`config.mk`:
```
export PLATFORM = sky130hd
export DESIGN_NAME = vc_credit_tracker
export DESIGN_NICKNAME = d
export VERILOG_FILES = /design/src/rtl/vc_credit_tracker.sv
export SDC_FILE = /design/constraint.sdc
export NUM_CORES = 1
export LEC_CHECK = 0
export CAP_MARGIN = 10
export CORE_MARGIN = 1
export CORE_UTILIZATION = 50
export DETAILED_ROUTE_END_ITERATION = 10
export GPL_TIMING_DRIVEN = 0
export PLACE_DENSITY = 0.82
export REMOVE_ABC_BUFFERS = 1
export SYNTH_ARGS = -nofsm -noshare
export SYNTH_HDL_FRONTEND = slang
export SYNTH_SLANG_ARGS = --single-unit
```
`constraint.sdc`:
```
create_clock -name clk -period 2.3 [get_ports clk]
set_input_delay 0.345 -clock clk [delete_from_list [all_inputs] [get_ports clk]]
set_output_delay 0.345 -clock clk [all_outputs]
set_load 0.01 [all_outputs]
```
`src/rtl/vc_credit_tracker.sv`:
```
// Credit tracker for one output port: one saturating credit counter per
// downstream VC buffer, a credit-available decode and sticky error flags.
module vc_credit_tracker #(
  parameter int VC_W  = 2,
  parameter int DEPTH = 4,
  parameter int CNT_W = 3
) (
  input  logic                          clk,
  input  logic                          rst,
  input  logic                          send_valid,
  input  logic [VC_W-1:0]               send_vc,
  input  logic                          cred_valid,
  input  logic [VC_W-1:0]               cred_vc,
  input  logic                          err_clr,
  output logic [(2**VC_W)-1:0]          credit_avail,
  output logic [(2**VC_W)*CNT_W-1:0]    credit_count,
  output logic                          err_underflow,
  output logic                          err_overflow
);

  localparam int NUM_VC = 2 ** VC_W;
  localparam logic [CNT_W-1:0] DEPTH_C = CNT_W'(DEPTH);

  // Handshake: send_valid/cred_valid are single-cycle events with no ready.
  // A send is legal only when credit_avail[send_vc] was 1 in that same cycle;
  // a credit is legal only when the VC holds fewer than DEPTH credits.
  // Illegal events saturate the counter and raise the matching sticky flag.

  logic [CNT_W-1:0]  r_count [NUM_VC];
  logic [CNT_W-1:0]  w_count_nxt [NUM_VC];
  logic [NUM_VC-1:0] w_dec;
  logic [NUM_VC-1:0] w_inc;
  logic [NUM_VC-1:0] w_uf_evt;
  logic [NUM_VC-1:0] w_of_evt;
  logic              r_err_underflow;
  logic              r_err_overflow;
  logic              w_err_underflow_nxt;
  logic              w_err_overflow_nxt;

  always_comb begin
    for (int v = 0; v < NUM_VC; v++) begin
      w_dec[v]       = send_valid && (send_vc == VC_W'(v));
      w_inc[v]       = cred_valid && (cred_vc == VC_W'(v));
      w_count_nxt[v] = r_count[v];
      w_uf_evt[v]    = 1'b0;
      w_of_evt[v]    = 1'b0;
      // Simultaneous send and credit on one VC cancel, even at 0 or DEPTH.
      unique case ({w_dec[v], w_inc[v]})
        2'b10: begin
          if (r_count[v] == '0) w_uf_evt[v] = 1'b1;
          else                  w_count_nxt[v] = r_count[v] - 1'b1;
        end
        2'b01: begin
          if (r_count[v] == DEPTH_C) w_of_evt[v] = 1'b1;
          else                       w_count_nxt[v] = r_count[v] + 1'b1;
        end
        default: w_count_nxt[v] = r_count[v];
      endcase
    end
  end

  // A new error event outranks a clear arriving in the same cycle.
  always_comb begin
    w_err_underflow_nxt = r_err_underflow;
    w_err_overflow_nxt  = r_err_overflow;
    if (err_clr) begin
      w_err_underflow_nxt = 1'b0;
      w_err_overflow_nxt  = 1'b0;
    end
    if (|w_uf_evt) w_err_underflow_nxt = 1'b1;
    if (|w_of_evt) w_err_overflow_nxt  = 1'b1;
  end

  always_ff @(posedge clk or posedge rst) begin
    if (rst) begin
      for (int v = 0; v < NUM_VC; v++) r_count[v] <= DEPTH_C;
      r_err_underflow <= 1'b0;
      r_err_overflow  <= 1'b0;
    end else begin
      for (int v = 0; v < NUM_VC; v++) r_count[v] <= w_count_nxt[v];
      r_err_underflow <= w_err_underflow_nxt;
      r_err_overflow  <= w_err_overflow_nxt;
    end
  end

  for (genvar g = 0; g < NUM_VC; g++) begin : g_out
    assign credit_count[g*CNT_W +: CNT_W] = r_count[g];
    assign credit_avail[g]                = |r_count[g];
  end

  assign err_underflow = r_err_underflow;
  assign err_overflow  = r_err_overflow;

endmodule

```
==> flow_metrics.tcl, run 1 <==
set metrics [dict create \
    grt_pass1_vias 873 \
    cts.sink_count 14 \
    synthesis.area_um2 1030 \
    nets 158 \
    max_slew_headroom 0.652 \
    finalWorstSetupSlack_ps 90.1 \
    cts_tree "yes" \
    grt.overflow.total 0 \
    worstRegToRegCells 3 \
    share_comb_of_total_power 0.517 \
    crit-reg2reg-capture "credit_count[2]$_DFFE_PP1P_" \
    route.antenna.remaining_nets 0 \
    achievable-frequency_ghz 0.453 \
    max_cap_viol_count 0 \
    power_density_nw_per_um2 1180 \
    p_switching_uw 668 \
    ys_dominant_reg_cell "sky130_fd_sc_hd__dfrtp_1" \
    worstPathMaxFanout 4 \
    leakage_nw 0.613 \
    detail_route.vias_per_cell 5.61 \
    synth_edf_count 0 \
    yosysUniqueCellTypes 38 \
    power_share_of_the_clock_group 0.110 \
    antenna_cells_inserted 0 \
    max-vdd-ir-drop_mv 0.784 \
    dr.first_iter.drc_count 15 \
    worst_setup_path_end_kind "register" \
    multiInputGateArea_um2 634 \
    port_buffers 26 \
    remaining_drc_errors 0 \
    grt_use_total 0.250 \
    start_kind "input pin" \
    via_count 937 \
    fin_skew_ps 0.507 \
    register_area_um2 355 \
    crit_path_kind "in -> reg" \
    count_of_standard_cell_rows 16 \
    grt_setup_unrepaired "false" \
    routed_wirelength_mm 2.46 \
    post_synthesis_sequential_element_count 14 \
    min_path_type "in -> async" \
    synthesized_area_divided_by_synthesized_cell_count_um2 9.62 \
    core_area_um2 1940 \
    timing_worst_slew_pin_value_ps 521 \
    area_growth_syn_to_layout_pct 36.0 \
    clk_transition_reported_paths_ps 90 \
    ys_async_sr_fraction 1.00 \
    clock_latency_ps 280 \
    finalSetupViolCount 0 \
    finalMaxSlewViolations 0 \
    drive_above_1_share 0.171 \
    fillcell_total 154 \
    top_level_ports 27 \
    run_status "finished, final reports clean" \
    place_ws_ps -365 \
    clk_root_buffer_cell "sky130_fd_sc_hd__clkbuf_4" \
    die_extent_in_x_um 47.4 \
    reg_to_reg_startpoint "credit_count[0]$_DFFE_PP0P_" \
    power.switching_fraction 0.404 \
    avgRoutedWirePerCell_um 14.7 \
    timing_hold_violations_final 0 \
    drtPass1Iterations 4 \
    part_of_the_total_power_dissipated_in_sequential_elements 0.372 \
    grt_pass1_wl_mm 3.82 \
    cp_data_arrival_time_ps 2400 \
    initial_core_util 0.530 \
    cts.htree.levels 1 \
    final.min_clock_period_ps 2210 \
    cts_hold_repair.buffers 0 \
    worst-r2r-setup-slack_ps 680 \
    timing.setup.tns_ps 0 \
    die-area_um2 2240 \
    pin_count_of_the_biggest_net_entering_global_routing 15 \
    initial_antenna_violation_count 0 \
    p_int_uw 984 \
    worst_ep_required_time_ps 2490 \
    place.detailed.hpwl_mm 1.77 \
    die_height_um 47.4 \
    ys_warn_count 0 \
    syn_inst_count 107 \
    layout_worst_path_cycle_share 0.961 \
    synth_sequential_area_ratio 0.345 \
    place_congestion 0.764 \
    cts_max_path_buffers 2 \
    cts_made_buffers 3 \
]
==> cell usage after synthesis, drive strengths merged (3+ instances only) <==
| master | n | area, µm² |
|---|---|---|
| xnor2 | 6 | 52.6 |
| or2 | 3 | 18.8 |
| nand2 | 13 | 48.8 |
| nor2 | 6 | 22.5 |
| nor4b | 3 | 26.3 |
| nand3 | 3 | 15.0 |
| inv | 10 | 37.5 |
| ha | 4 | 50.1 |
| or3 | 4 | 25.0 |
| o21ai | 4 | 20.0 |
| dfstp | 4 | 105 |
| xor2 | 5 | 43.8 |
| fa | 4 | 80.1 |
| dfrtp | 10 | 250 |
==> state kept, by name, summed over array words and instances (netlist names) <==
register       cells
credit_count      12
err_overflow       1
err_underflow      1
==> how the worst max path moves through the flow <==
stage / from / to / slack [ps] / cells past startpoint
finish: cred_vc[0] / credit_count[2]$_DFFE_PP1P_ / 90 / 6
global route: cred_vc[0] / credit_count[2]$_DFFE_PP1P_ / 20 / 6
CTS: cred_valid / credit_count[2]$_DFFE_PP1P_ / 10 / 6
detailed placement: cred_valid / credit_count[2]$_DFFE_PP1P_ / -360 / 6
global placement: cred_valid / credit_count[2]$_DFFE_PP1P_ / -320 / 6
floorplan: cred_vc[1] / credit_count[2]$_DFFE_PP1P_ / 310 / 5
==> metal layers <==
layer  part of all wire  wire, µm  GRT usage  vias to the layer above
met2               0.51      1250      0.405                       28
li1                   -         -          -                      440
met4              0.022        55      0.154                        0
met1               0.42      1020      0.297                      460
met3              0.053       131     0.0577                        9
met5                  0         0          0                        -
==> placed cells by master (no fill, tap or decap), types with 4 or more instances in the layout <==
| cell | instances |
|---|---|
| sky130_fd_sc_hd__dfrtp_1 | 10 |
| sky130_fd_sc_hd__inv_1 | 10 |
| sky130_fd_sc_hd__clkdlybuf4s50_1 | 24 |
| sky130_fd_sc_hd__xnor2_1 | 6 |
| sky130_fd_sc_hd__or3_1 | 4 |
| sky130_fd_sc_hd__xor2_1 | 5 |
| sky130_fd_sc_hd__nand2_1 | 13 |
| sky130_fd_sc_hd__ha_1 | 4 |
| sky130_fd_sc_hd__nor2_1 | 6 |
| sky130_fd_sc_hd__o21ai_0 | 4 |
| sky130_fd_sc_hd__dfstp_2 | 4 |
| sky130_fd_sc_hd__buf_4 | 5 |
==> kinds of logic after synthesis <==
logic type               after synthesis  share of synthesized area
AO/OA/AOI/OAI                         18                      0.122
XOR/XNOR                              11                     0.0936
adder cells (fa/ha/maj)                8                      0.126
buffers and inverters                 12                     0.0486
flip-flops                            14                      0.345
multiplexers                           3                     0.0316
AND/OR/NAND/NOR                       41                      0.233
==> power by group through the flow <==
stage | Clock [mW] | Sequential [mW] | Combinational, mW
after detailed placement | 0 | 0.609 | 0.840
after floorplan | 0 | 0.620 | 0.385
after global placement | 0 | 0.592 | 0.809
after CTS | 0.186 | 0.605 | 0.848
final | 0.182 | 0.615 | 0.854
after global routing | 0.201 | 0.632 | 0.934
==> per-stage QoR <==
| step | util | std cells | area, µm² | total power [mW] | hold WS [ps] |
|---|---|---|---|---|---|
| 5_1_grt | 0.721 | 167 | 1400 | 1.77 | 433 |
| 3_5_place_dp | 0.675 | 158 | 1310 | 1.45 | 516 |
| 6_report | 0.721 | 167 | 1400 | 1.65 | 389 |
| 2_1_floorplan | - | 105 | 1020 | 1.00 | 231 |
| 4_1_cts | 0.701 | 163 | 1360 | 1.64 | 404 |
| 3_3_place_gp | 0.675 | 158 | 1310 | 1.40 | 503 |
==> critical path, stage by stage <==
cell,delay (ps)
sky130_fd_sc_hd__clkdlybuf4s50_1,490
sky130_fd_sc_hd__nor3b_4,210
sky130_fd_sc_hd__or2b_2,360
sky130_fd_sc_hd__fa_2,370
sky130_fd_sc_hd__or4_1,520
sky130_fd_sc_hd__o311ai_1,110
==> repair_timing <==
action                                  in CTS  in global routing
resized for setup                            1                  4
pin swaps                                    0                  0
endpoints found under the setup margin       1                  3
buffers inserted                             1                  4
hold endpoints to repair                     0                  0
==> area by class of cell <==
class                      instances  share of cell area
multi-input combinational         81               0.453
sequential                        14               0.254
timing repair buffer              31               0.216
inverter                          10              0.0268
clock buffer                       4              0.0259
tap                               27              0.0241
Note: power is estimated with default switching activity, not from simulation.
==> run 2: changes to the inputs <==
- GPL_ROUTABILITY_DRIVEN: unset -> 0
- TNS_END_PERCENT: unset -> 5
==> results of run 2 <==
Final layout, timing and power as in run 1 (identical DEF).
